[config.mk]
export PLATFORM = sky130hd
export DESIGN_NAME = matrix_store_ctrl
export DESIGN_NICKNAME = d
export VERILOG_FILES = /design/src/rtl/matrix_store_pkg.sv /design/src/rtl/matrix_slot_alloc.sv /design/src/rtl/matrix_store_ctrl.sv
export SDC_FILE = /design/constraint.sdc
export NUM_CORES = 1
export LEC_CHECK = 0
export CAP_MARGIN = 20
export CELL_PAD_IN_SITES_DETAIL_PLACEMENT = 1
export CELL_PAD_IN_SITES_GLOBAL_PLACEMENT = 1
export CORE_ASPECT_RATIO = 1.25
export CORE_MARGIN = 4
export CORE_UTILIZATION = 45
export CTS_BUF_LIST = sky130_fd_sc_hd__clkbuf_16
export DETAILED_ROUTE_END_ITERATION = 10
export GPL_ROUTABILITY_DRIVEN = 0
export PLACE_DENSITY = 0.83
export SYNTH_ARGS = -nofsm -noshare
export SYNTH_HDL_FRONTEND = slang
export SYNTH_SLANG_ARGS = --single-unit
[constraint.sdc]
create_clock -name clk -period 15 [get_ports clk]
set_input_delay 1.5 -clock clk [delete_from_list [all_inputs] [get_ports clk]]
set_output_delay 1.5 -clock clk [all_outputs]
set_load 0.03 [all_outputs]
[src/rtl/matrix_store_pkg.sv]
// Shared definitions for the matrix storage controller: default sizing,
// FSM state encoding, source-select encoding and a dimension check helper.
package matrix_store_pkg;

   localparam int MAX_SIZE_DEF            = 5;
   localparam int MATRIX_NUM_DEF          = 8;
   localparam int MAX_MATRIX_PER_SIZE_DEF = 4;

   localparam int DIM_W = 3;   // row/col field width
   localparam int IDX_W = 4;   // slot index width on the write port
   localparam int AGE_W = 3;   // per-slot saturating age

   localparam logic [AGE_W-1:0] AGE_MAX = 3'd7;

   typedef enum logic [1:0] {
      ST_IDLE  = 2'd0,
      ST_ALLOC = 2'd1,
      ST_WRITE = 2'd2,
      ST_ACK   = 2'd3
   } state_e;

   // Data-mux select: which producer's matrix is being stored.
   typedef enum logic {
      SRC_MAN = 1'b0,
      SRC_RND = 1'b1
   } src_e;

   // A dimension is legal when it lies in 1..max_size.
   function automatic logic dim_legal(input logic [DIM_W-1:0] d, input int max_size);
      return (d != '0) && (int'(d) <= max_size);
   endfunction

endpackage

[src/rtl/matrix_slot_alloc.sv]
// Combinational victim selection for the matrix store.
// Priority: oldest slot of the requested scale once that scale is at its
// per-scale limit, otherwise the lowest free slot, otherwise the globally
// oldest slot. Age ties always go to the lowest index.
module matrix_slot_alloc
   import matrix_store_pkg::*;
#(
   parameter int MATRIX_NUM          = MATRIX_NUM_DEF,
   parameter int MAX_MATRIX_PER_SIZE = MAX_MATRIX_PER_SIZE_DEF
) (
   input  logic [MATRIX_NUM-1:0]            valid_i,
   input  logic [MATRIX_NUM-1:0][DIM_W-1:0] row_tag_i,
   input  logic [MATRIX_NUM-1:0][DIM_W-1:0] col_tag_i,
   input  logic [MATRIX_NUM-1:0][AGE_W-1:0] age_i,
   input  logic [DIM_W-1:0]                 req_row_i,
   input  logic [DIM_W-1:0]                 req_col_i,
   output logic [IDX_W-1:0]                 target_idx_o
);

   localparam int CNT_W = $clog2(MATRIX_NUM + 1);

   logic             same_found;
   logic             free_found;
   logic [IDX_W-1:0] same_idx;
   logic [IDX_W-1:0] free_idx;
   logic [IDX_W-1:0] old_idx;
   logic [AGE_W-1:0] same_age;
   logic [AGE_W-1:0] old_age;
   logic [CNT_W-1:0] scale_cnt;

   // Scan all slots once: same-scale count and oldest, first free, global oldest.
   always_comb begin
      same_found = 1'b0;
      free_found = 1'b0;
      same_idx   = '0;
      free_idx   = '0;
      old_idx    = '0;
      same_age   = '0;
      old_age    = '0;
      scale_cnt  = '0;
      for (int i = 0; i < MATRIX_NUM; i++) begin
         if (valid_i[i] && (row_tag_i[i] == req_row_i) && (col_tag_i[i] == req_col_i)) begin
            scale_cnt = scale_cnt + CNT_W'(1);
            // Strictly-greater keeps the lowest index on an age tie.
            if (!same_found || (age_i[i] > same_age)) begin
               same_found = 1'b1;
               same_idx   = IDX_W'(i);
               same_age   = age_i[i];
            end
         end
         if (!valid_i[i] && !free_found) begin
            free_found = 1'b1;
            free_idx   = IDX_W'(i);
         end
         if ((i == 0) || (age_i[i] > old_age)) begin
            old_idx = IDX_W'(i);
            old_age = age_i[i];
         end
      end
   end

   // Apply the victim priority.
   always_comb begin
      if (int'(scale_cnt) >= MAX_MATRIX_PER_SIZE) begin
         target_idx_o = same_idx;
      end else if (free_found) begin
         target_idx_o = free_idx;
      end else begin
         target_idx_o = old_idx;
      end
   end

endmodule

[src/rtl/matrix_store_ctrl.sv]
// Write controller for a small matrix store shared by a manual-input path
// and a random-generator path. Arbitrates round-robin, checks dimensions,
// picks a victim slot, issues one write and acknowledges the source.
// Optional feature: define MATRIX_STORE_CTRL_CLEAR_EN to add a clr input
// that empties the store (applied while idle, deferred otherwise).
// Handshake: req_* is a level held by the source until its grant_* pulse;
// the controller samples requests only in IDLE, so a source that keeps its
// request high after a grant is treated as a new request.
module matrix_store_ctrl
   import matrix_store_pkg::*;
#(
   parameter int MAX_SIZE            = MAX_SIZE_DEF,
   parameter int MATRIX_NUM          = MATRIX_NUM_DEF,
   parameter int MAX_MATRIX_PER_SIZE = MAX_MATRIX_PER_SIZE_DEF
) (
   input  logic             clk,
   input  logic             rst_n,
`ifdef MATRIX_STORE_CTRL_CLEAR_EN
   input  logic             clr,
`endif
   input  logic             req_man,
   input  logic             req_rnd,
   input  logic [DIM_W-1:0] man_row,
   input  logic [DIM_W-1:0] man_col,
   input  logic [DIM_W-1:0] rnd_row,
   input  logic [DIM_W-1:0] rnd_col,
   output logic             grant_man,
   output logic             grant_rnd,
   output logic             wr_en,
   output logic [IDX_W-1:0] target_idx,
   output logic [DIM_W-1:0] write_row,
   output logic [DIM_W-1:0] write_col,
   output logic             sel_src,
   output logic             err_dim,
   output logic             busy,
   output logic             full,
   input  logic [DIM_W-1:0] q_row,
   input  logic [DIM_W-1:0] q_col,
   output logic [2:0]       q_cnt,
   output logic [1:0]       dbg_state
);

   localparam int CNT_W = $clog2(MATRIX_NUM + 1);

   state_e           state_q, state_d;
   src_e             src_q, src_d;
   src_e             last_q, last_d;
   logic [DIM_W-1:0] row_q, row_d;
   logic [DIM_W-1:0] col_q, col_d;
   logic [IDX_W-1:0] target_q, target_d;

   logic [MATRIX_NUM-1:0]            valid_q;
   logic [MATRIX_NUM-1:0][DIM_W-1:0] row_tag_q;
   logic [MATRIX_NUM-1:0][DIM_W-1:0] col_tag_q;
   logic [MATRIX_NUM-1:0][AGE_W-1:0] age_q;

   logic             dim_ok;
   logic [IDX_W-1:0] alloc_idx;
   logic [CNT_W-1:0] q_cnt_w;
   logic             clr_now;

   assign dim_ok = dim_legal(row_q, MAX_SIZE) && dim_legal(col_q, MAX_SIZE);

   matrix_slot_alloc #(
      .MATRIX_NUM          (MATRIX_NUM),
      .MAX_MATRIX_PER_SIZE (MAX_MATRIX_PER_SIZE)
   ) u_alloc (
      .valid_i      (valid_q),
      .row_tag_i    (row_tag_q),
      .col_tag_i    (col_tag_q),
      .age_i        (age_q),
      .req_row_i    (row_q),
      .req_col_i    (col_q),
      .target_idx_o (alloc_idx)
   );

   // Control registers; reset leaves the pointer so manual wins the first tie.
   always_ff @(posedge clk or negedge rst_n) begin
      if (!rst_n) begin
         state_q  <= ST_IDLE;
         src_q    <= SRC_MAN;
         last_q   <= SRC_RND;
         row_q    <= '0;
         col_q    <= '0;
         target_q <= '0;
      end else begin
         state_q  <= state_d;
         src_q    <= src_d;
         last_q   <= last_d;
         row_q    <= row_d;
         col_q    <= col_d;
         target_q <= target_d;
      end
   end

   // Next-state logic, request latching and the per-state output pulses.
   always_comb begin
      state_d   = state_q;
      src_d     = src_q;
      last_d    = last_q;
      row_d     = row_q;
      col_d     = col_q;
      target_d  = target_q;
      wr_en     = 1'b0;
      grant_man = 1'b0;
      grant_rnd = 1'b0;
      err_dim   = 1'b0;
      case (state_q)
         ST_IDLE: begin
            if (req_man || req_rnd) begin
               if (req_man && req_rnd) begin
                  src_d = (last_q == SRC_MAN) ? SRC_RND : SRC_MAN;
               end else if (req_rnd) begin
                  src_d = SRC_RND;
               end else begin
                  src_d = SRC_MAN;
               end
               row_d   = (src_d == SRC_RND) ? rnd_row : man_row;
               col_d   = (src_d == SRC_RND) ? rnd_col : man_col;
               state_d = ST_ALLOC;
            end
         end
         ST_ALLOC: begin
            if (!dim_ok) begin
               // Reject: error and grant pulse together, nothing is written.
               err_dim   = 1'b1;
               grant_man = (src_q == SRC_MAN);
               grant_rnd = (src_q == SRC_RND);
               last_d    = src_q;
               state_d   = ST_IDLE;
            end else begin
               target_d = alloc_idx;
               state_d  = ST_WRITE;
            end
         end
         ST_WRITE: begin
            wr_en   = 1'b1;
            state_d = ST_ACK;
         end
         ST_ACK: begin
            grant_man = (src_q == SRC_MAN);
            grant_rnd = (src_q == SRC_RND);
            last_d    = src_q;
            state_d   = ST_IDLE;
         end
         default: begin
            state_d = ST_IDLE;
         end
      endcase
   end

`ifdef MATRIX_STORE_CTRL_CLEAR_EN
   logic clr_pend_q;

   assign clr_now = (state_q == ST_IDLE) && (clr || clr_pend_q);

   // Remember a clear that arrives mid-transaction until the FSM is idle.
   always_ff @(posedge clk or negedge rst_n) begin
      if (!rst_n) begin
         clr_pend_q <= 1'b0;
      end else if (clr_now) begin
         clr_pend_q <= 1'b0;
      end else if (clr) begin
         clr_pend_q <= 1'b1;
      end
   end
`else
   assign clr_now = 1'b0;
`endif

   // Slot table: tags and ages change only on the write edge or a clear.
   always_ff @(posedge clk or negedge rst_n) begin
      if (!rst_n) begin
         valid_q   <= '0;
         row_tag_q <= '0;
         col_tag_q <= '0;
         age_q     <= '0;
      end else if (state_q == ST_WRITE) begin
         for (int i = 0; i < MATRIX_NUM; i++) begin
            if (IDX_W'(i) == target_q) begin
               valid_q[i]   <= 1'b1;
               row_tag_q[i] <= row_q;
               col_tag_q[i] <= col_q;
               age_q[i]     <= '0;
            end else if (valid_q[i] && (age_q[i] != AGE_MAX)) begin
               age_q[i] <= age_q[i] + AGE_W'(1);
            end
         end
      end else if (clr_now) begin
         valid_q   <= '0;
         row_tag_q <= '0;
         col_tag_q <= '0;
         age_q     <= '0;
      end
   end

   // Query port: number of valid slots currently holding scale (q_row,q_col).
   always_comb begin
      q_cnt_w = '0;
      for (int i = 0; i < MATRIX_NUM; i++) begin
         if (valid_q[i] && (row_tag_q[i] == q_row) && (col_tag_q[i] == q_col)) begin
            q_cnt_w = q_cnt_w + CNT_W'(1);
         end
      end
   end

   assign q_cnt      = 3'(q_cnt_w);
   assign target_idx = (state_q == ST_WRITE) ? target_q : '0;
   assign write_row  = (state_q == ST_WRITE) ? row_q : '0;
   assign write_col  = (state_q == ST_WRITE) ? col_q : '0;
   assign sel_src    = src_q;
   assign busy       = (state_q != ST_IDLE);
   assign full       = &valid_q;
   assign dbg_state  = state_q;

endmodule

Word level (Yosys, flattened, before mapping)
Cells that the tools add are included.
{"block": "op_classes", "mux": 124, "n_reduce_logical": 113, "addsub": 22, "eq_ne": 52, "n_bitwise": 1, "n_lt_le_gt_ge": 17}
{"operator": "$mux 3", "count": 55}
{"operator": "$eq 3x3->1", "count": 32}
{"operator": "$mux 4", "count": 22}
{"operator": "$logic_and 1x1->1", "count": 51}
{"operator": "$add 3x1->3 const B", "count": 14}
{"operator": "$gt 3x3->1", "count": 14}
{"operator": "$reduce_and 2->1", "count": 19}
{"operator": "$mux 1", "count": 37}
{"operator": "$add 4x1->4 const B", "count": 6}
{"operator": "$ne 3x3->1 const B", "count": 8}
{"operator": "$logic_not 1->1", "count": 20}
{"operator": "$reduce_bool 2->1", "count": 10}
{"operator": "$eq 3x4->1 const A", "count": 4}
{"operator": "$mux 2", "count": 6}
{"operator": "$eq 2x4->1 const A", "count": 2}
{"operator": "$logic_or 1x1->1", "count": 8}
{"operator": "$pmux 2 s4", "count": 1}
{"operator": "$reduce_and 8->1", "count": 1}
{"operator": "$le 3x3->1 const B", "count": 2}
{"operator": "$pmux 1 s2", "count": 3}
{"operator": "$reduce_bool 3->1", "count": 2}
{"operator": "$add 1x1->2 const B", "count": 2}
{"operator": "$eq 1x4->1 const A", "count": 1}
{"operator": "$eq 2x2->1 const B", "count": 2}
{"operator": "6 further kinds", "count": 7}
{"block": "totals", "reg_bits": 94, "out_inout_bits": 22, "wordCells": 367, "inputBits": 22}

Logic depth before layout (Yosys ltp)
Gate-level depths: netlist of the first run.
{"block": "logic_depth", "ltp_word": 33, "ltp_mapped": 56}

Hierarchy
A second synthesis of the first run with hierarchy kept.
{"block": "unflattened", "hier_cells": 889, "area_unflattened_um2": 8003.9}
{"mod": "matrix_store_ctrl", "area_each_um2": 5292.6, "n_inst": 1, "cells_each": 526}
{"mod": "matrix_slot_alloc", "area_each_um2": 2711.4, "n_inst": 1, "cells_each": 363}

Worst setup path before layout of the first run
No wires, ideal clock.
{"block": "synth_path", "path_kind": "reg-to-reg", "startpoint": "register col_q[2]", "endpoint": "register target_q[1]", "path_stages_with_launch": 55, "path_buffers": 1, "t_arrival_ns": 9.469, "slack_ns": 5.401, "required_time_ns": 14.870, "setup_time_ns": 0.130, "cell_sequence": "dfrtp_1 -> buf_6 -> xor2_1 -> nor4_4 -> nand2_1 -> ha_1 -> nor2b_1 -> o21a_1 -> o21ai_0 -> a21oi_2 -> a22oi_1 -> ha_1 -> nor2b_1 -> o21ai_0 -> a32oi_1 -> o211ai_1 -> nor2_1 -> a21oi_1 -> [19 not listed] -> a31oi_1 -> o21ai_1 -> mux2i_1 -> ha_1 -> a21o_1 -> a21oi_1 -> a31oi_1 -> o21ai_1 -> nor2_1 -> a21o_1 -> ha_1 -> nor2b_1 -> o21a_1 -> o21ai_0 -> o41ai_1 -> a21boi_0 -> o2111a_1 -> a211oi_1"}
{"block": "synth_between", "elab_chain_cells": 32, "elab_cells_between_ends": 97}
{"element": "from (decl)", "line_no": "matrix_store_ctrl.sv:49", "text": "logic [DIM_W-1:0] col_q, col_d;"}
{"element": "from (signal assigned)", "line_no": "matrix_store_ctrl.sv:91", "text": "col_q <= col_d;"}
{"element": "$eq 3x3->1", "line_no": "matrix_slot_alloc.sv:42", "text": "if (valid_i[i] && (row_tag_i[i] == req_row_i) && (col_tag_i[i] == req_col_i)) begin"}
{"element": "$logic_and 1x1->1", "line_no": "matrix_slot_alloc.sv:42"}
{"element": "$mux 3 or $mux 1 (tied branches)", "line_no": "matrix_slot_alloc.sv:42"}
{"element": "$gt 3x3->1 or $logic_not 1->1 (tied branches)", "line_no": "matrix_slot_alloc.sv:45", "text": "if (!same_found || (age_i[i] > same_age)) begin"}
{"element": "$logic_or 1x1->1", "line_no": "matrix_slot_alloc.sv:45"}
{"element": "$mux 3 or $mux 1 (tied branches)", "line_no": "matrix_slot_alloc.sv:45"}
{"element": "$mux 3 or $mux 1 (tied branches)", "line_no": "matrix_slot_alloc.sv:42"}
{"element": "$gt 3x3->1 or $logic_not 1->1 (tied branches)", "line_no": "matrix_slot_alloc.sv:45"}
{"element": "[16 not listed]"}
{"element": "$logic_or 1x1->1", "line_no": "matrix_slot_alloc.sv:45"}
{"element": "$mux 3 or $mux 1 (tied branches)", "line_no": "matrix_slot_alloc.sv:45"}
{"element": "$mux 3 or $mux 1 (tied branches)", "line_no": "matrix_slot_alloc.sv:42"}
{"element": "$gt 3x3->1 or $logic_not 1->1 (tied branches)", "line_no": "matrix_slot_alloc.sv:45"}
{"element": "$logic_or 1x1->1", "line_no": "matrix_slot_alloc.sv:45"}
{"element": "$mux 4", "line_no": "matrix_slot_alloc.sv:45"}
{"element": "$mux 4", "line_no": "matrix_slot_alloc.sv:42"}
{"element": "$mux 4", "line_no": "matrix_slot_alloc.sv:64", "text": "if (int'(scale_cnt) >= MAX_MATRIX_PER_SIZE) begin"}
{"element": "to (signal assigned)", "line_no": "matrix_store_ctrl.sv:92", "text": "target_q <= target_d;"}
{"element": "to (decl)", "line_no": "matrix_store_ctrl.sv:50", "text": "logic [IDX_W-1:0] target_q, target_d;"}
Parallel ways exist; a longest one is shown, timed or not.
A chain may end at the register's enable or synchronous reset.

Worst setup path in the final report of the first run
Same ends and word-level chain as after synthesis.

==> results of run 1 <==
-- synth_stat cells, types with 4 or more instances --
cell type	number	area, um^2
nand2b_1	12	75.1
and2_1	18	113
a21o_1	9	67.6
nor4_1	8	50.1
a21oi_1	28	140
a22o_1	6	52.6
buf_6	4	45.0
mux2i_1	21	210
nand3_1	20	100
inv_1	42	158
a32o_1	6	60.1
or2_2	7	43.8
clkbuf_1	11	41.3
nor2b_1	15	93.8
mux2_4	4	60.1
nor3_1	11	55.1
o21a_1	7	52.6
nand4_1	16	100
a31oi_1	5	31.3
buf_4	7	52.6
nand3b_1	5	37.5
xnor2_1	65	569
nor2_1	57	214
mux2_2	55	619
ha_1	71	888
nand2_1	76	285
o21ai_0	23	115
and3_1	9	56.3
dfrtp_1	92	2300
xor2_1	43	377
-- final cells by class --
cell class	instances	area, um^2
clock buffers	9	225
clock inverters	6	87.6
fillers	1958	8200
inverters	44	165
multi-input cells	659	5080
flip-flops and latches	93	2330
well taps	220	275
repair buffers	51	485
-- layout by cell type, fill, tap and decap left out, types with 8 or more instances in the layout --
cell type / synthesis / layout
mux2_2: 55 / 55
nand4_1: 16 / 16
dfrtp_1: 92 / 92
xor2_1: 43 / 43
clkdlybuf4s50_1: 0 / 41
nor2_1: 57 / 57
o21ai_0: 23 / 23
xnor2_1: 65 / 65
and2_1: 18 / 18
clkbuf_16: 0 / 9
nor4_1: 8 / 8
inv_1: 42 / 43
nor2b_1: 15 / 15
ha_1: 71 / 71
nand3_1: 20 / 20
and3_1: 9 / 9
a21o_1: 9 / 9
nor3_1: 11 / 11
nand2b_1: 12 / 12
a21oi_1: 28 / 28
nand2_1: 76 / 76
buf_4: 7 / 9
mux2i_1: 21 / 21
-- how the worst max path moves through the flow --
| stage | slack [ns] | end | cells past startpoint | startpoint |
|---|---|---|---|---|
| final | 3.39 | target_q[1] | 53 | col_q[2] |
| after global routing | 2.37 | target_q[1] | 53 | col_q[2] |
| after CTS | 3.51 | target_q[1] | 53 | col_q[2] |
| after detailed placement | 3.72 | target_q[1] | 53 | col_q[2] |
| after global placement | 4.16 | target_q[1] | 53 | col_q[2] |
| after floorplan | 5.40 | target_q[1] | 54 | col_q[2] |
-- cells by family (layout without fill, tap and decap cells) --
family                     Yosys count  count (layout)  synth area share, %
adders and majority gates           71              71                 11.5
buffers and inverters               69             110                 4.11
DFF                                 93              93                 30.1
AOI/OAI and AO/OA                  120             120                 10.8
other                                1               1               0.0485
and+or+nand+nor                    275             275                 18.7
xor gates and xnor gates           112             112                 13.2
muxes                               80              80                 11.5
-- metal layers --
layer	routed length, um	vias up	track usage, %
met2	11100	119	42.4
met3	536	49	2.63
li1	-	2954	-
met1	9080	3165	27.3
met5	0	-	0
met4	726	0	8.68
-- state kept, by name, summed over array words and instances (netlist names), named ones only --
signal,flops
row_tag_q,24
sel_src,1
col_q,3
valid_q,8
age_q,24
row_q,3
col_tag_q,24
last_q,1
dbg_state,1
target_q,3
-- metrics by stage --
step	instances	cell area, um^2	hold slack, ns	setup slack [ns]
after floorplan	821	7730	0.494	5.40
after global placement	1066	8330	0.503	4.16
after detailed placement	1066	8330	0.504	3.72
after CTS	1081	8640	0.514	3.51
after global routing	1082	8650	0.535	2.37
final	1082	8650	0.513	3.39
==> reports/summary.txt, run 1 <==
Status = complete, no violations
Syn Std Cell Area = 7730 um^2
GRT Util Overall = 23.0%
DR pass1 iterations = 4
Core Util, Final = 51.3%
First DRT Iteration DRCs = 237
Root Buffer = clkbuf_16
Max Cap Violations = 0
Hold Path Cell Cnt = 1
Final Hold Fails = 0
Vias in the first global route = 6924
RSZ-0062 raised after global routing = false
Critical path launch point type = register
DRT antenna net count = 0
Clock-pin slew on the worst setup and hold paths = 0.07 ns
Clock Path Buffers = 2
Most frequent CP cell = ha_1
First-pass GRT wire length = 35900 um
Max FO, Critical Path = 20
Row count = 53
Worst rel slew slack = 21.7%
CTS tree = done
Main flop type after synthesis = dfrtp_1
Arrival time worst endpoint = 11.83 ns
Drc violations = 0
Element type at the critical path end = register
Cts hold-fix bufs = 0
Post-Syn Instances = 821
Worst path max stage delay = 0.87 ns
Fin nets = 951
FFs w/ async S/R, synth = 100%
Post-Route Skew = 0.00835 ns
Hold Path End = last_q
Achievable frequency = 86.1 MHz
Crit-path slowest cell = dfrtp_1
Number of synthesized register bits = 93
CP bufs+invs = 2
H-tree depth = 3
RR Endpoint = target_q[1]
Total gr overflow = 0
TNS Setup = 0 ns
Number of buffers created by CTS = 9
WL per Instance = 19.8 um
Routed wire length = 21400 um
Syn_area_per_cell = 9.41 um^2
I/O Buffers = 42
Hold/Removal Path Class = register to register
Synth Net Count = 914
Clock latency on the worst-skew pair = 0.35 ns
Worst reg2reg startpoint = col_q[2]
Cts repair resizes = 0
Clk sinks = 93
Top Family by Delay on Critical Path = compound AO/OA/AOI/OAI gates
Syn-to-layout area delta = 11.9%
WS Path Type = register to register
Core area = 16800 um^2
Seq/Total Area, Yosys = 30.1%
Synth warn = 0
Antenna violations before repair = 0
DIE AREA = 19300 um^2
R2R cell count = 53
R2R setup slack = 3.39 ns
Vias = 6287
Vias per Instance = 5.81
Unique masters post-synth = 75
Worst slew pin tran = 1.17 ns
Post-synth EDFFs = 0
Largest net degree at the start of global routing = 54
HP Start = last_q
Detailed Place HPWL = 15800 um
Worst endpoint required time = 15.22 ns
# IOs = 44
Ant diodes = 0
Fin crit share = 77.4%
Final setup viols = 0
Tmin final = 11.61 ns
Share of cells above drive strength 1 = 12.3%
Max-slew violation total from the final report = 0
Die Height = 155 um
Starting Density = 45.9%
Die Width = 125 um
Post-CTS Repair Setup Buffers = 0
Power of run 1 is not shown: default switching activity piles up to over one toggle a cycle in this logic, so the estimate is an artifact.
==> run 2: changes to the inputs <==
--- a/config.mk
+++ b/config.mk
@@ -10,7 +10,7 @@
 export CELL_PAD_IN_SITES_GLOBAL_PLACEMENT = 1
 export CORE_ASPECT_RATIO = 1.25
 export CORE_MARGIN = 4
-export CORE_UTILIZATION = 45
+export CORE_UTILIZATION = 43
 export CTS_BUF_LIST = sky130_fd_sc_hd__clkbuf_16
 export DETAILED_ROUTE_END_ITERATION = 10
 export GPL_ROUTABILITY_DRIVEN = 0
==> constraint.sdc (replaced) <==
create_clock -name clk -period 10.1 [get_ports clk]
set_input_delay 1.01 -clock clk [delete_from_list [all_inputs] [get_ports clk]]
set_output_delay 1.01 -clock clk [all_outputs]
set_load 0.03 [all_outputs]
==> run 2 against run 1 <==
Die area increased by 4.4%. Critical endpoint unchanged. Sequential share of layout area is 0.82 points lower. Core utilization shrank 0.57 points. Clock skew is 0.00092 ns lower. First-iteration DRC count down 4.6%. Critical path depth is 2 higher.
==> reports/summary.txt, run 2 (same netlist as run 1, synthesis figures left out) <==
CP startpoint = col_tag_q[0]
Die Height = 158 um
Core area = 17600 um^2
DRT antenna net count = 0
Starting Density = 44.0%
Layout Cells excl Fill = 1108
Setup WS pre-CTS = -0.286 ns
DR pass1 iterations = 4
Clk sinks = 93
Root Buffer = clkbuf_16
Critical path launch point type = register
Final Cell Area = 8920 um^2
# IOs = 44
Final setup viols = 0
Setup ws final = 0.275 ns
Antenna violations before repair = 0
Share of cells above drive strength 1 = 16.9%
R2R setup slack = 0.28 ns
Vias per Instance = 5.77
Hold/Removal Path Class = register to register
Worst reg2reg startpoint = col_tag_q[0]
First-pass GRT wire length = 36000 um
Worst slew pin tran = 0.922 ns
Fin crit share = 97.3%
Arrival time worst endpoint = 10.03 ns
Element type at the critical path end = register
H-tree depth = 3
Largest regs = age_q x24, col_tag_q x24, row_tag_q x24
Max-slew violation total from the final report = 0
DIE AREA = 20200 um^2
Crit path to = target_q[1]
Final Hold Fails = 0
Achievable frequency = 102 MHz
Max FO, Critical Path = 6
First DRT Iteration DRCs = 226
WS Path Type = register to register
GRT Util Overall = 22.3%
R2R cell count = 55
Total gr overflow = 0
Clock Path Buffers = 2
Status = complete, no violations
RR Endpoint = target_q[1]
Drc violations = 0
I/O Buffers = 42
Vias in the first global route = 6827
Worst rel slew slack = 37.9%
Dpl cell area = 8370 um^2
Die Width = 128 um
Commonest non-fill, non-tap cell in the layout = dfrtp_1
Worst endpoint required time = 10.31 ns
Number of buffers created by CTS = 9
WL per Instance = 20.3 um
Ant diodes = 0
Most frequent cells in the layout = dfrtp_1 (92), nand2_1 (75), ha_1 (69)
Syn-to-layout area delta = 15.4%
Tmin final = 9.82 ns
Routed wire length = 22500 um
Detailed Place HPWL = 16300 um
Largest net degree at the start of global routing = 56
Cts hold-fix bufs = 0
WHS = 0.518 ns
Clock-pin slew on the worst setup and hold paths = 0.07 ns
Worst path max stage delay = 0.40 ns
Vias = 6394
Crit-path slowest cell = dfrtp_1
Row count = 54
Post-Route Skew = 0.00743 ns
Placed insts = 1075
Fin nets = 973
Max Cap Violations = 0
CTS tree = done
Clock latency on the worst-skew pair = 0.34 ns
[run 2: cell types whose count changed in the layout (fill, tap and decap cells not counted), moves of 3 or more]
cell and delta:
buf_4 +20, a21oi_2 +4, o21ai_1 +3, mux2i_1 -3
o21ai_0 -7, o21ai_2 +4, a21oi_1 -5
[run 2: how the worst min path moves through the flow]
| stage | to | cells after the start | from |
|---|---|---|---|
| final | last_q | 1 | last_q |
| after global routing | last_q | 1 | last_q |
| after detailed placement | last_q | 1 | last_q |
| after global placement | dbg_state[0] | 1 | dbg_state[0] |
| after floorplan | last_q | 1 | last_q |
| after CTS | last_q | 1 | last_q |
[run 2: timing repair]
item,CTS,global route
gates resized for setup,3,29
pin swaps,1,19
setup buffers,1,15
setup endpoints to repair,3,3
[run 2: metal layers]
layer  part of all wire, %  wire (um)  GRT usage (%)  vias to the layer above
met5                     0          0              0                        -
met4                   1.5        347           6.52                        0
met3                   2.7        597           2.13                       31
met2                    54      12200           42.7                      105
met1                    42       9360           26.3                     3245
li1                      -          -              -                     3013
[run 2: cell type report]
cell class | instances | area [um^2]
clock buffer | 9 | 225
clock inverter | 6 | 65.1
fill | 1995 | 8650
inverter | 44 | 165
multi-input combinational | 659 | 5210
sequential | 93 | 2330
tap | 224 | 280
timing repair buffer | 73 | 649
[run 2: through the flow]
stage / util (%) / setup TNS, ns
floorplan: - / 0
finish: 50.8 / 0
global placement: 47.6 / 0
detailed placement: 47.6 / -0.707
CTS: 49.4 / 0
global route: 50.8 / -1.09
[run 2: worst max-delay path: cells and delay by family, from the launching register on]
kind	cells	cell delay (ns)
xor+xnor	1	0.20
buf+inv	4	0.50
fa+ha+maj	7	1.90
compound gates	29	4.17
mux	3	0.89
simple gates	11	1.61
flops	1	0.40
Power of run 2 is left out for the same reason.
==> RTL change 1: new RTL, settings of run 2 <==
Put one more register stage on the output `dbg_state`, cleared by the reset. The value now appears one clock later. The other outputs are not delayed to match.
--- a/src/rtl/matrix_store_ctrl.sv
+++ b/src/rtl/matrix_store_ctrl.sv
@@ -211,7 +211,13 @@
    assign sel_src    = src_q;
    assign busy       = (state_q != ST_IDLE);
    assign full       = &valid_q;
-   assign dbg_state  = state_q;
+   always_ff @(posedge clk or negedge rst_n) begin
+      if (!rst_n) begin
+         dbg_state <= '0;
+      end else begin
+         dbg_state <= state_q;
+      end
+   end
 
 endmodule
 
Behaviour: not the same (Yosys sat finds a counterexample within 4 cycles, from zero or initial values and one cycle with rst_n low).
==> RTL change 1 against run 2 <==
- hold slack lost 38 ps
- wire length grew 6.5%
- global-route usage is essentially flat
- sequential share of layout area shrank 0.10 points
- fmax is essentially flat
- core utilization grew 0.93 points
- cell area grew 2.6%
- highest routed layer unchanged
- sequential cell count grew 2
- clock skew grew 5.7 ps
- critical endpoint is now target_q[0]
- worst setup slack lost 2.1 ps
- synthesized area grew 1.5%
==> RTL change 1: results (changes against run 2) <==
Seq/Total Area, Yosys=30.3% (+0.19 points); Hold Crit Depth=0 (-1); Critical Path AT=10060 ps (+30 ps); vias in the first global route=7058 (+3.4%); dpl ws=-322 ps (-36.3 ps); hold wc startpoint=state_q[0]; Synth Net Count=932 (+2.0%); initial antenna violation count=0 (unchanged); reg2reg end=target_q[0]; routed wire length=23900 µm (+6.5%); share of layout cells above drive strength 1=19.1% (+2.3 points); CP max stage delay=440 ps (+40 ps); top cells by area, synth=dfrtp_1, ha_1, mux2_2; routed vias/inst=5.90 (+2.2%); Setup Skew=13.2 ps (+5.73 ps); 1st-iter DRT viols=302 (+34%); Yosys cell types=73 (-2.7%); global-route wire length before repair=36800 µm (+2.2%); nets=987 (+1.4%); Hold EP=dbg_state[0]; layout filler cell count=2003 (+0.40%); slowest CP cell=dfrtp_2; Mapped Avg Cell Area=9.35 µm² (-0.66%); total track usage=22.3% (-0.040 points); outcome=finished clean; Commonest cells post-synth=dfrtp_1, nand2_1, ha_1; DR vias=6621 (+3.6%); DPL Wire Length=17000 µm (+4.0%); R2R depth=53 (-3.6%); Worst-Margin Slew=1040 ps (+113 ps); CTS H-Tree Depth=3 (unchanged); largest net degree at the start of global routing=62 (+11%); dpl cells=1088 (+1.2%); r2r startpoint=row_tag_q[1]
==> RTL change 1: cell count changes after synthesis, sizes merged, moves of 3 or more <==
cell     before  now
or2           8    5
nor2         58   55
mux2         59   56
o21ai        26   30
a21oi        29   36
a31oi         5    9
and3          9    3
clkbuf       11   14
o2111ai       3    0
nand2        76   88
or3           2    6
o21bai        0    3
nor4         11   15
==> RTL change 1: power by group <==
| group | leakage, nW | internal, W | switching, W |
|---|---|---|---|
| combinational | 2.66 | 0.00107 | 0.00139 |
| clock | 0.149 | 0.000193 | 0.000162 |
| sequential | 1.19 | 0.000535 | 0.000231 |
| total | 4.00 | 0.00180 | 0.00178 |
==> RTL change 1: cells by family after synthesis <==
logic type,after synthesis,synth area share (%)
mux,76,10.7
compound gates,132,11.5
fa+ha+maj,71,11.3
simple gates,278,18.4
other cells,1,0.0478
xor+xnor,112,13.3
buf+inv,74,4.40
flops,95,30.3
==> RTL change 1: worst reg2reg max path, delay by kind of cell (launching register included) <==
family                     cells  cell delay (ps)
buffers and inverters          3              420
AOI/OAI and AO/OA             30             4630
adders and majority gates      7             1910
muxes                          3              880
DFF                            1              440
and+or+nand+nor                9             1270
xor gates and xnor gates       1              170
==> RTL change 1: what timing repair did <==
item | 4_1_cts | 5_1_grt
pin swaps | 0 | 20
setup endpoints to repair | 3 | 3
gates resized for setup | 3 | 50
buffers inserted | 0 | 18
==> RTL change 1: worst max-delay path by stage <==
stage | startpoint | end | slack (ps) | cells past startpoint
2_1_floorplan | col_q[2] | target_q[2] | 570 | 56
3_3_place_gp | row_tag_q[1] | target_q[2] | 320 | 56
3_5_place_dp | row_tag_q[1] | target_q[2] | -320 | 56
4_1_cts | row_tag_q[1] | target_q[2] | 30 | 56
5_1_grt | row_tag_q[1] | target_q[2] | -280 | 54
6_report | row_tag_q[1] | target_q[0] | 270 | 53
==> RTL change 1: final cells by class <==
type                            instances  area (µm²)  share of cell area (%)
Multi-Input combinational cell        670        5370                    58.7
Sequential cell                        95        2380                    26.0
Timing Repair Buffer                   74         659                    7.20
Tap cell                              224         280                    3.06
Clock buffer                            9         225                    2.46
Inverter                               44         165                    1.80
Clock inverter                          7        72.6                   0.793
==> RTL change 1: metal layers <==
layer  vias to the layer above  track usage, %  routed length, µm
li1                       3067               -                  -
met1                      3379            25.8               9500
met2                       123            41.9              13100
met3                        52            2.21                639
met4                         0            7.69                701
met5                         -               0                  0
==> RTL change 1: per-stage QoR <==
step	util, %	hold slack, ps	area, µm²
finish	51.7	480	9150
floorplan	-	421	7850
global route	51.7	516	9150
CTS	49.6	482	8780
detailed placement	47.8	469	8470
global placement	47.8	451	8470
==> RTL change 2: new RTL, settings of run 2 <==
Without the edit above. The option `MATRIX_STORE_CTRL_CLEAR_EN` is turned on by a define.
--- a/src/rtl/matrix_store_ctrl.sv
+++ b/src/rtl/matrix_store_ctrl.sv
@@ -6,6 +6,8 @@
 // Handshake: req_* is a level held by the source until its grant_* pulse;
 // the controller samples requests only in IDLE, so a source that keeps its
 // request high after a grant is treated as a new request.
+`define MATRIX_STORE_CTRL_CLEAR_EN
+
 module matrix_store_ctrl
    import matrix_store_pkg::*;
 #(
Ports: changed (added clr); port bits go from 44 to 45. The function was not compared with the original's and may differ.
==> RTL change 2 against run 2 <==
- worst setup slack got worse by 190 ps
- global-route usage increased by 0.72 points
- cell count up 0.63%
- via count increased by 0.58%
- sequential cell count is 1 higher
- non-clock buffer count up 8
- cell area grew 0.79%
- synthesized area fell by 0.92%
- fmax down 1.9%
- wire length grew 5.1%
- die area decreased by 0.87%
- largest cell class unchanged
- highest routed layer unchanged
Power is not shown: default switching activity piles up to over one toggle a cycle in this logic, so the estimate is an artifact.
==> RTL change 2: results (changes against run 2) <==
Layout clock area frac=3.05% (-0.21 points); Hold Crit Depth=2 (+1); R2R depth=57 (+3.6%); count of plain and timing-repair buffers=81 (+11%); routed len/inst=21.2 µm (+4.4%); hold wc startpoint=clr_pend_q; Synth async-reset ratio=100% (unchanged); antenna cells=0 (unchanged); Worst-Skew Late Latency=360 ps (+20 ps); top cells by area, synth=dfrtp_1, ha_1, mux2_2; Seq. cell area=2350 µm² (+1.1%); dpl cells=1076 (+0.093%); Yosys cell types=60 (-20%); r2r setup slk=90 ps (-190 ps); drt pass-1 iters=5 (+1); Layout non-clock buf frac=7.99% (+0.71 points); #MultiIn Comb=644 (-2.3%); CP max stage delay=410 ps; Critical Path Fanout Max=6 (unchanged); WP data required=10350 ps (+40 ps); met3 global-route usage=2.68% (+0.56 points); grt met2 use=42.0% (-0.68 points); layout filler cell count=1968 (-1.4%); multi-input combinational area share=57.3% (-1.0 points); vias in the first global route=6809 (-0.26%); outcome=finished clean; total track usage=23.1% (+0.72 points); global-route wire length before repair=36200 µm (+0.63%); Mapped Cells=821 (unchanged); dpl ws=-176 ps (+110 ps); Buffers on Ports=43 (+2.4%); Setup Skew=8.66 ps (+1.23 ps); worst hold slack=516 ps (-2.04 ps); Synth Register Bits=94 (+1.1%); Worst-Margin Slew=998 ps (+75.8 ps); share of layout cells above drive strength 1=18.6% (+1.8 points); met1 track demand over resource=26.6% (+0.26 points); Synth Net Count=915 (+0.11%); CTS Root Cell=clkbuf_16; Inverters=56 (+27%); register share of the cell area=26.2% (+0.075 points); 1st-iter DRT viols=289 (+28%); nets=980 (+0.72%); clock buffer count=9 (unchanged); DPL Wire Length=17000 µm (+4.4%); Hold EP=clr_pend_q; Area after DPL=8330 µm² (-0.45%); reg2reg end=target_q[2]; routed vias/inst=5.77 (about the same); r2r startpoint=row_tag_q[2]; Seq/Total Area, Yosys=30.7% (+0.61 points); largest net degree at the start of global routing=71 (+27%); DR vias=6431 (+0.58%); Commonest cells post-synth=dfrtp_1, nand2_1, ha_1; clk slew on worst S/H paths=70 ps (about the same)
## RTL change 2: cell types whose count changed after synthesis, sizes merged, moves of 6 or more
cell          run 2  this run
mux2             59        70
or2               8         1
o21ai            26        47
nor2             58        41
and3              9         3
nand3            20        12
a31oi             5        19
xor2             44        51
inv              43        56
nand2            76        84
## RTL change 2: routing by layer
layer	wire (µm)	up-vias	part of all wire [%]
met5	0	-	0
met4	1060	0	4.5
met3	741	65	3.1
met2	12400	142	53
met1	9380	3238	40
li1	-	2986	-
## RTL change 2: kinds of logic (layout without fill, tap and decap cells)
group / Yosys count / in the layout / synth area share, %
AND/OR/NAND/NOR: 221 / 221 / 14.4
AO/OA/AOI/OAI: 147 / 147 / 11.9
XOR/XNOR: 117 / 117 / 13.8
flip-flops: 94 / 94 / 30.7
multiplexers: 87 / 87 / 12.8
buffers and inverters: 83 / 153 / 4.62
adder cells (fa/ha/maj): 71 / 71 / 11.6
other: 1 / 1 / 0.0490
## RTL change 2: critical path, delay by kind of cell (launching register included)
kind	cells	cell delay (ps)
compound gates	29	4260
xor+xnor	1	200
fa+ha+maj	7	1420
buf+inv	8	930
flops	1	410
mux	5	1560
simple gates	7	1120
## RTL change 2: worst max path at each step
stage / startpoint / to / slack, ps / cells after the start
floorplan: col_q[2] / target_q[2] / 520 / 53
global placement: age_q[4] / target_q[0] / 400 / 44
detailed placement: row_tag_q[2] / target_q[2] / -180 / 53
CTS: row_tag_q[2] / target_q[2] / 4 / 56
global route: row_q[1] / target_q[2] / -390 / 57
finish: row_tag_q[2] / target_q[2] / 90 / 57
## RTL change 2: repair_timing
action	CTS	global route
buffers inserted	7	15
resized for setup	3	39
endpoints found under the setup margin	3	3
pin swaps	7	20
gates cloned	0	0
